<file path="src/rtl/median_ctrl_pkg.sv">
// Shared types and helpers for the median filter frame controller.
// Sizes follow the frame/window parameters of the instantiating block.
package median_ctrl_pkg;

   typedef enum logic [1:0] {
      IDLE  = 2'd0,
      RUN   = 2'd1,
      DRAIN = 2'd2
   } state_e;

   // Number of full KxK windows in a ROWS x COLS frame.
   function automatic int out_total(input int rows, input int cols, input int k);
      return (rows - k + 1) * (cols - k + 1);
   endfunction

   // Distance from a window origin to its centre pixel.
   function automatic int win_off(input int k);
      return (k - 1) / 2;
   endfunction

endpackage

</file>
<file path="src/rtl/median_frame_ctrl_raster_counter.sv">
// Raster-order column/row counter with clear, enable and end-of-frame flag.
// The *_nxt outputs expose the value the counter takes at the next edge.
module raster_counter #(
   parameter int W = 8,
   parameter int H = 8
) (
   input  logic                                  clk,
   input  logic                                  rst,
   input  logic                                  clr_i,
   input  logic                                  en_i,
   output logic [((W > 1) ? $clog2(W) : 1)-1:0]  col_o,
   output logic [((H > 1) ? $clog2(H) : 1)-1:0]  row_o,
   output logic [((W > 1) ? $clog2(W) : 1)-1:0]  col_nxt_o,
   output logic [((H > 1) ? $clog2(H) : 1)-1:0]  row_nxt_o,
   output logic                                  last_o
);
   localparam int CW = (W > 1) ? $clog2(W) : 1;
   localparam int RW = (H > 1) ? $clog2(H) : 1;
   localparam logic [CW-1:0] COL_MAX = CW'(W - 1);
   localparam logic [RW-1:0] ROW_MAX = RW'(H - 1);

   logic [CW-1:0] col_q, col_d;
   logic [RW-1:0] row_q, row_d;

   always_comb begin
      col_d = col_q;
      row_d = row_q;
      if (clr_i) begin
         col_d = '0;
         row_d = '0;
      end else if (en_i) begin
         if (col_q == COL_MAX) begin
            col_d = '0;
            row_d = (row_q == ROW_MAX) ? '0 : row_q + 1'b1;
         end else begin
            col_d = col_q + 1'b1;
         end
      end
   end

   always_ff @(posedge clk) begin
      if (rst) begin
         col_q <= '0;
         row_q <= '0;
      end else begin
         col_q <= col_d;
         row_q <= row_d;
      end
   end

   assign col_o     = col_q;
   assign row_o     = row_q;
   assign col_nxt_o = col_d;
   assign row_nxt_o = row_d;
   assign last_o    = (col_q == COL_MAX) && (row_q == ROW_MAX);

endmodule

</file>
<file path="src/rtl/median_frame_ctrl.sv">
// Frame sequencer for the KxK median datapath: gates the pixel stream, flags
// complete windows, counts medians to frame completion and watches the drain.
//
// state | meaning
// IDLE  | waiting for start_i; medians arriving here are errors
// RUN   | accepting pixels, counting medians
// DRAIN | all pixels taken, waiting for the remaining medians under watchdog
module median_frame_ctrl
   import median_ctrl_pkg::*;
#(
   parameter int ROWS    = 11,
   parameter int COLS    = 11,
   parameter int K       = 9,
   parameter int TIMEOUT = 64
) (
   input  logic                                        clk,
   input  logic                                        rst,
   input  logic                                        start_i,
   input  logic                                        pix_valid_i,
   output logic                                        pix_ready_o,
   output logic                                        win_valid_o,
   input  logic                                        med_valid_i,
   output logic [((ROWS > 1) ? $clog2(ROWS) : 1)-1:0]  out_row_o,
   output logic [((COLS > 1) ? $clog2(COLS) : 1)-1:0]  out_col_o,
   output logic                                        busy_o,
   output logic                                        frame_done_o,
   output logic                                        err_o
);
   localparam int RW        = (ROWS > 1) ? $clog2(ROWS) : 1;
   localparam int CW        = (COLS > 1) ? $clog2(COLS) : 1;
   localparam int OH        = ROWS - K + 1;
   localparam int OW        = COLS - K + 1;
   localparam int ORW       = (OH > 1) ? $clog2(OH) : 1;
   localparam int OCW       = (OW > 1) ? $clog2(OW) : 1;
   localparam int OUT_TOTAL = out_total(ROWS, COLS, K);
   localparam int NW        = $clog2(OUT_TOTAL + 1);
   localparam int WDW       = $clog2(TIMEOUT + 1);
   localparam int OFF       = win_off(K);

   localparam logic [RW-1:0]  WIN_ROW_MIN = RW'(K - 1);
   localparam logic [CW-1:0]  WIN_COL_MIN = CW'(K - 1);
   localparam logic [RW-1:0]  ROW_OFF     = RW'(OFF);
   localparam logic [CW-1:0]  COL_OFF     = CW'(OFF);
   localparam logic [NW-1:0]  CNT_LAST    = NW'(OUT_TOTAL - 1);
   localparam logic [WDW-1:0] WD_LAST     = WDW'(TIMEOUT - 1);

   state_e state_q, state_d;

   logic [CW-1:0]  in_col, in_col_nxt;
   logic [RW-1:0]  in_row, in_row_nxt;
   logic           in_last;
   logic [OCW-1:0] o_col, o_col_nxt;
   logic [ORW-1:0] o_row, o_row_nxt;
   logic           o_last;

   logic start_acc, pix_acc, med_acc, last_med, wd_expire;

   logic           win_valid_q, frame_done_q, err_q;
   logic [RW-1:0]  out_row_q;
   logic [CW-1:0]  out_col_q;
   logic [NW-1:0]  out_cnt_q;
   logic [WDW-1:0] wd_q;

   assign start_acc = (state_q == IDLE) && start_i;
   assign pix_acc   = (state_q == RUN) && pix_valid_i;
   assign med_acc   = (state_q != IDLE) && med_valid_i;
   assign last_med  = med_acc && (out_cnt_q == CNT_LAST);
   assign wd_expire = (state_q == DRAIN) && !med_valid_i && (wd_q == WD_LAST);

   raster_counter #(.W(COLS), .H(ROWS)) u_in_raster (
      .clk       (clk),
      .rst       (rst),
      .clr_i     (start_acc),
      .en_i      (pix_acc),
      .col_o     (in_col),
      .row_o     (in_row),
      .col_nxt_o (in_col_nxt),
      .row_nxt_o (in_row_nxt),
      .last_o    (in_last)
   );

   raster_counter #(.W(OW), .H(OH)) u_out_raster (
      .clk       (clk),
      .rst       (rst),
      .clr_i     (start_acc),
      .en_i      (med_acc),
      .col_o     (o_col),
      .row_o     (o_row),
      .col_nxt_o (o_col_nxt),
      .row_nxt_o (o_row_nxt),
      .last_o    (o_last)
   );

   logic unused_raster;
   assign unused_raster = ^{in_col_nxt, in_row_nxt, o_col, o_row, o_last};

   always_ff @(posedge clk) begin
      if (rst) state_q <= IDLE;
      else     state_q <= state_d;
   end

   // Frame completion outranks the RUN->DRAIN step when the datapath is fast.
   always_comb begin
      state_d = state_q;
      case (state_q)
         IDLE:    if (start_i) state_d = RUN;
         RUN: begin
            if (last_med)                state_d = IDLE;
            else if (pix_acc && in_last) state_d = DRAIN;
         end
         DRAIN:   if (last_med || wd_expire) state_d = IDLE;
         default: state_d = IDLE;
      endcase
   end

   always_comb begin
      pix_ready_o = (state_q == RUN);
      busy_o      = (state_q != IDLE);
   end

   always_ff @(posedge clk) begin
      if (rst) begin
         win_valid_q  <= 1'b0;
         frame_done_q <= 1'b0;
         err_q        <= 1'b0;
         out_row_q    <= '0;
         out_col_q    <= '0;
         out_cnt_q    <= '0;
         wd_q         <= '0;
      end else begin
         win_valid_q  <= pix_acc && (in_row >= WIN_ROW_MIN) && (in_col >= WIN_COL_MIN);
         frame_done_q <= last_med;

         if (start_acc)    out_cnt_q <= '0;
         else if (med_acc) out_cnt_q <= out_cnt_q + 1'b1;

         if ((state_q != DRAIN) || med_valid_i) wd_q <= '0;
         else                                    wd_q <= wd_q + 1'b1;

         if (((state_q == IDLE) && med_valid_i) || wd_expire) err_q <= 1'b1;
         else if (start_acc)                                    err_q <= 1'b0;

         // Coordinates are pre-loaded so they are valid in the cycle the median arrives.
         if (start_acc) begin
            out_row_q <= ROW_OFF;
            out_col_q <= COL_OFF;
         end else if (med_acc) begin
            out_row_q <= RW'(o_row_nxt) + ROW_OFF;
            out_col_q <= CW'(o_col_nxt) + COL_OFF;
         end
      end
   end

   assign win_valid_o  = win_valid_q;
   assign frame_done_o = frame_done_q;
   assign err_o        = err_q;
   assign out_row_o    = out_row_q;
   assign out_col_o    = out_col_q;

endmodule

</file>
<file path="config.mk">
export PLATFORM = sky130hd
export DESIGN_NAME = median_frame_ctrl
export DESIGN_NICKNAME = d
export VERILOG_FILES = /design/src/rtl/median_ctrl_pkg.sv /design/src/rtl/median_frame_ctrl_raster_counter.sv /design/src/rtl/median_frame_ctrl.sv
export SDC_FILE = /design/constraint.sdc
export NUM_CORES = 1
export LEC_CHECK = 0
export CORE_MARGIN = 10
export CORE_UTILIZATION = 55
export CTS_CLUSTER_SIZE = 30
export DETAILED_ROUTE_END_ITERATION = 10
export PLACE_DENSITY = 0.79
export SETUP_SLACK_MARGIN = 0.5
export SLEW_MARGIN = 20
export SYNTH_ARGS = -nofsm -noshare
export SYNTH_HDL_FRONTEND = slang
export SYNTH_SLANG_ARGS = --single-unit
</file>
<file path="constraint.sdc">
create_clock -name clk -period 3.5 [get_ports clk]
set_input_delay 0.7 -clock clk [delete_from_list [all_inputs] [get_ports clk]]
set_output_delay 0.7 -clock clk [all_outputs]
set_load 0.01 [all_outputs]
</file>
==> impl_results.md <==
* Outcome: complete, no violations
* Postcts setup bufs at 0
* Worst Path Required at between 2 and 3 ns
* Maximum vdd drop at around 0.36 mV
* Synth Register Bits at 33
* FFs w/ async S/R, synth at 0%
* CTS max path bufs at 2
* Clock sinks at 33
* Pwr dens at ~430 nW/um^2
* Critical path class: flip-flop to output port
* Worst Hold Depth at 1
* Seq/Total Area, Yosys at ~43%
* Layout cells sized above 1 at about a tenth
* Cts repair resizes at 0
* # fillers at between 200 and 250
* Cells after synthesis at 168
* Die area at about 5300 sq um
* DRT antenna net count at 0
* CP Max Fanout at 6
* Slew Limit Fails at 0
* Max Cap Viol at 0
* Reg2Reg Depth at 4
* Reg clk slew, reported paths at approximately 0.10 ns
* Commonest non-fill, non-tap cell in the layout: dfxtp_1
* Final Critical Period at 2.32 ns
* Post-Syn Area at roughly 1500 sq um
* CP Launch Type: flip-flop
* Post-DP HPWL at 2070 microns
* Placer Congestion at a little over 0.8
* Rows at 18
* N_diodes at 0
* Final core occ at 68.1%
* Final TNS setup at 0 ns
* Core area at between 2000 and 3000 sq um
* Crit. End Element: output port
* GRT Total Usage at roughly an eighth
* Vias post-DR at 1,162
* Avg WL per Cell at 13.4 microns
* Worst EP arrival at about 1.6 ns
* # port buffers at 15
* Worst flop-to-flop path startpoint: state_q[1]$_SDFFE_PP0P_
* Drt pass-1 iters at 4
* Remaining global-route overflow at 0
* Setup crit start: state_q[0]$_SDFFE_PP0P_
* Horiz. Die Dim at 72.6 microns
* Slew headroom at 48.3%
* TritonCTS Buffers at 5
* Die H at between 70 and 80 microns
* Clock Skews at a little over 0.01 ns
* Final period util at about 66%
* Via density at between 5 and 6
* Setup-failing EPs final at 0
* Commonest cells after routing, fill and taps aside: dfxtp_1 (33), nor2_1 (20), nand2_1 (16)
* Pin count of the biggest net entering global routing at 21
* DRC violations left at 0
* CTS root buf: clkbuf_4
* DRT Wirelength at between 2000 and 3000 microns
* Dominant synthesized flop cell: dfxtp_1
* Post-synth EDFFs at 0
* Ports at 18
* Leak Pwr at 0.604 nW
* Hold Startpoint: wd_q[0]$_SDFF_PP0_
* Final Power at about 0.74 mW
* Cell variety after synth at 42
* Worst hold path type: flip-flop to flip-flop
* Hold Buf Count CTS at 0
* Area Overhead vs Synth at 14.2%
* Starting Density at between 50 and 60%
* Multi-input gate area at 774 sq um
* Storage element area at approximately 660 sq um
* Worst-Margin Slew at around 0.78 ns
* Avg Cell Area, Syn at between 9 and 10 sq um
* R2R Setup Slk at 1.79 ns
* Nets at roughly 190
* Unrepaired setup endpoints after global routing: no
* Final Hold Fails at 0
* Fmax at 432 MHz
* H-tree Lvls at 2
* First-pass GRT wire length at between 4000 and 5000 microns
* CTS tree: done
* Yosys warns at 0
* Worst-Skew Late Latency at 0.34 ns
* Initial antenna violation count at 0
* DRT iter0 DRCs at between 90 and 100
* Vias in the first global route at between 1,000 and 1,500
[where the power goes]
part	internal (mW)	total, mW	switching (mW)
Combinational	0.0265	0.0574	0.0309
Clock	0.171	0.298	0.127
Sequential	0.382	0.387	0.00575
[stage by stage]
stage / setup slack, ns / instances / hold slack [ns] / area [sq um]
2_1_floorplan: 2.07 / 169 / 0.418 / 1520
3_3_place_gp: 1.19 / 206 / 0.433 / 1650
3_5_place_dp: 1.15 / 206 / 0.441 / 1650
4_1_cts: 1.17 / 214 / 0.464 / 1730
5_1_grt: 1.07 / 214 / 0.498 / 1730
6_report: 1.18 / 214 / 0.461 / 1730
[layer usage]
metal	GRT usage (%)	part of all wire, %	vias to the layer above
met1	12.1	43	545
li1	-	-	597
met4	4.43	2.0	0
met3	5.58	6.1	6
met2	19.9	49	14
met5	0	0	-
[state kept, by name, indices dropped and copies added, names as in the netlist]
| signal | count |
|---|---|
| u_in_raster.col_o | 4 |
| out_col_o | 2 |
| u_in_raster.row_o | 4 |
| err_o | 1 |
| wd_q | 7 |
| u_out_raster.row_o | 2 |
| out_row_o | 3 |
| win_valid_o | 1 |
| state_q | 2 |
| frame_done_o | 1 |
| out_cnt_q | 4 |
| u_out_raster.col_o | 2 |
[synthesized netlist by cell type (4+ instances only)]
cell type / n / share of area (%)
buf_4: 4 / 2.0
nor2b_1: 6 / 2.5
nand3_1: 4 / 1.3
mux2i_1: 6 / 4.0
dfxtp_1: 33 / 43
or3_1: 4 / 1.6
inv_1: 7 / 1.7
xor2_1: 5 / 2.9
nand2_1: 16 / 4.0
a21oi_1: 11 / 3.6
o21ai_0: 6 / 2.0
nor2_1: 20 / 4.9
[cell type report]
class	count	area share (%)
multi-input cells	121	44.7
flip-flops and latches	33	38.1
repair buffers	15	8.66
clock buffers	7	3.17
well taps	30	2.16
clock inverters	1	1.73
inverters	7	1.52
[critical path, stage by stage, from the launching register on]
cell	delay [ns]
dfxtp_1	0.42
nor2b_1	0.27
clkdlybuf4s50_1	0.59
[cell families (layout without fill, tap and decap cells)]
family	after synthesis	count (layout)	synth area share (%)
XOR/XNOR	8	8	4.61
multiplexers	6	6	3.95
flip-flops	33	33	43.5
buffers and inverters	15	30	5.77
AO/OA/AOI/OAI	27	27	11.1
adder cells (fa/ha/maj)	3	3	2.47
other	1	2	0.247
AND/OR/NAND/NOR	75	75	28.3
[worst paths after layout]
| kind | endpoint |
|---|---|
| worst max-delay path | pix_ready_o |
| worst min-delay path | wd_q[0]$_SDFF_PP0_ |
| worst max register to register | u_out_raster.row_o[1]$_SDFF_PP0_ |
| worst min register to register | wd_q[0]$_SDFF_PP0_ |
Note: power is estimated with default switching activity, not from simulation.
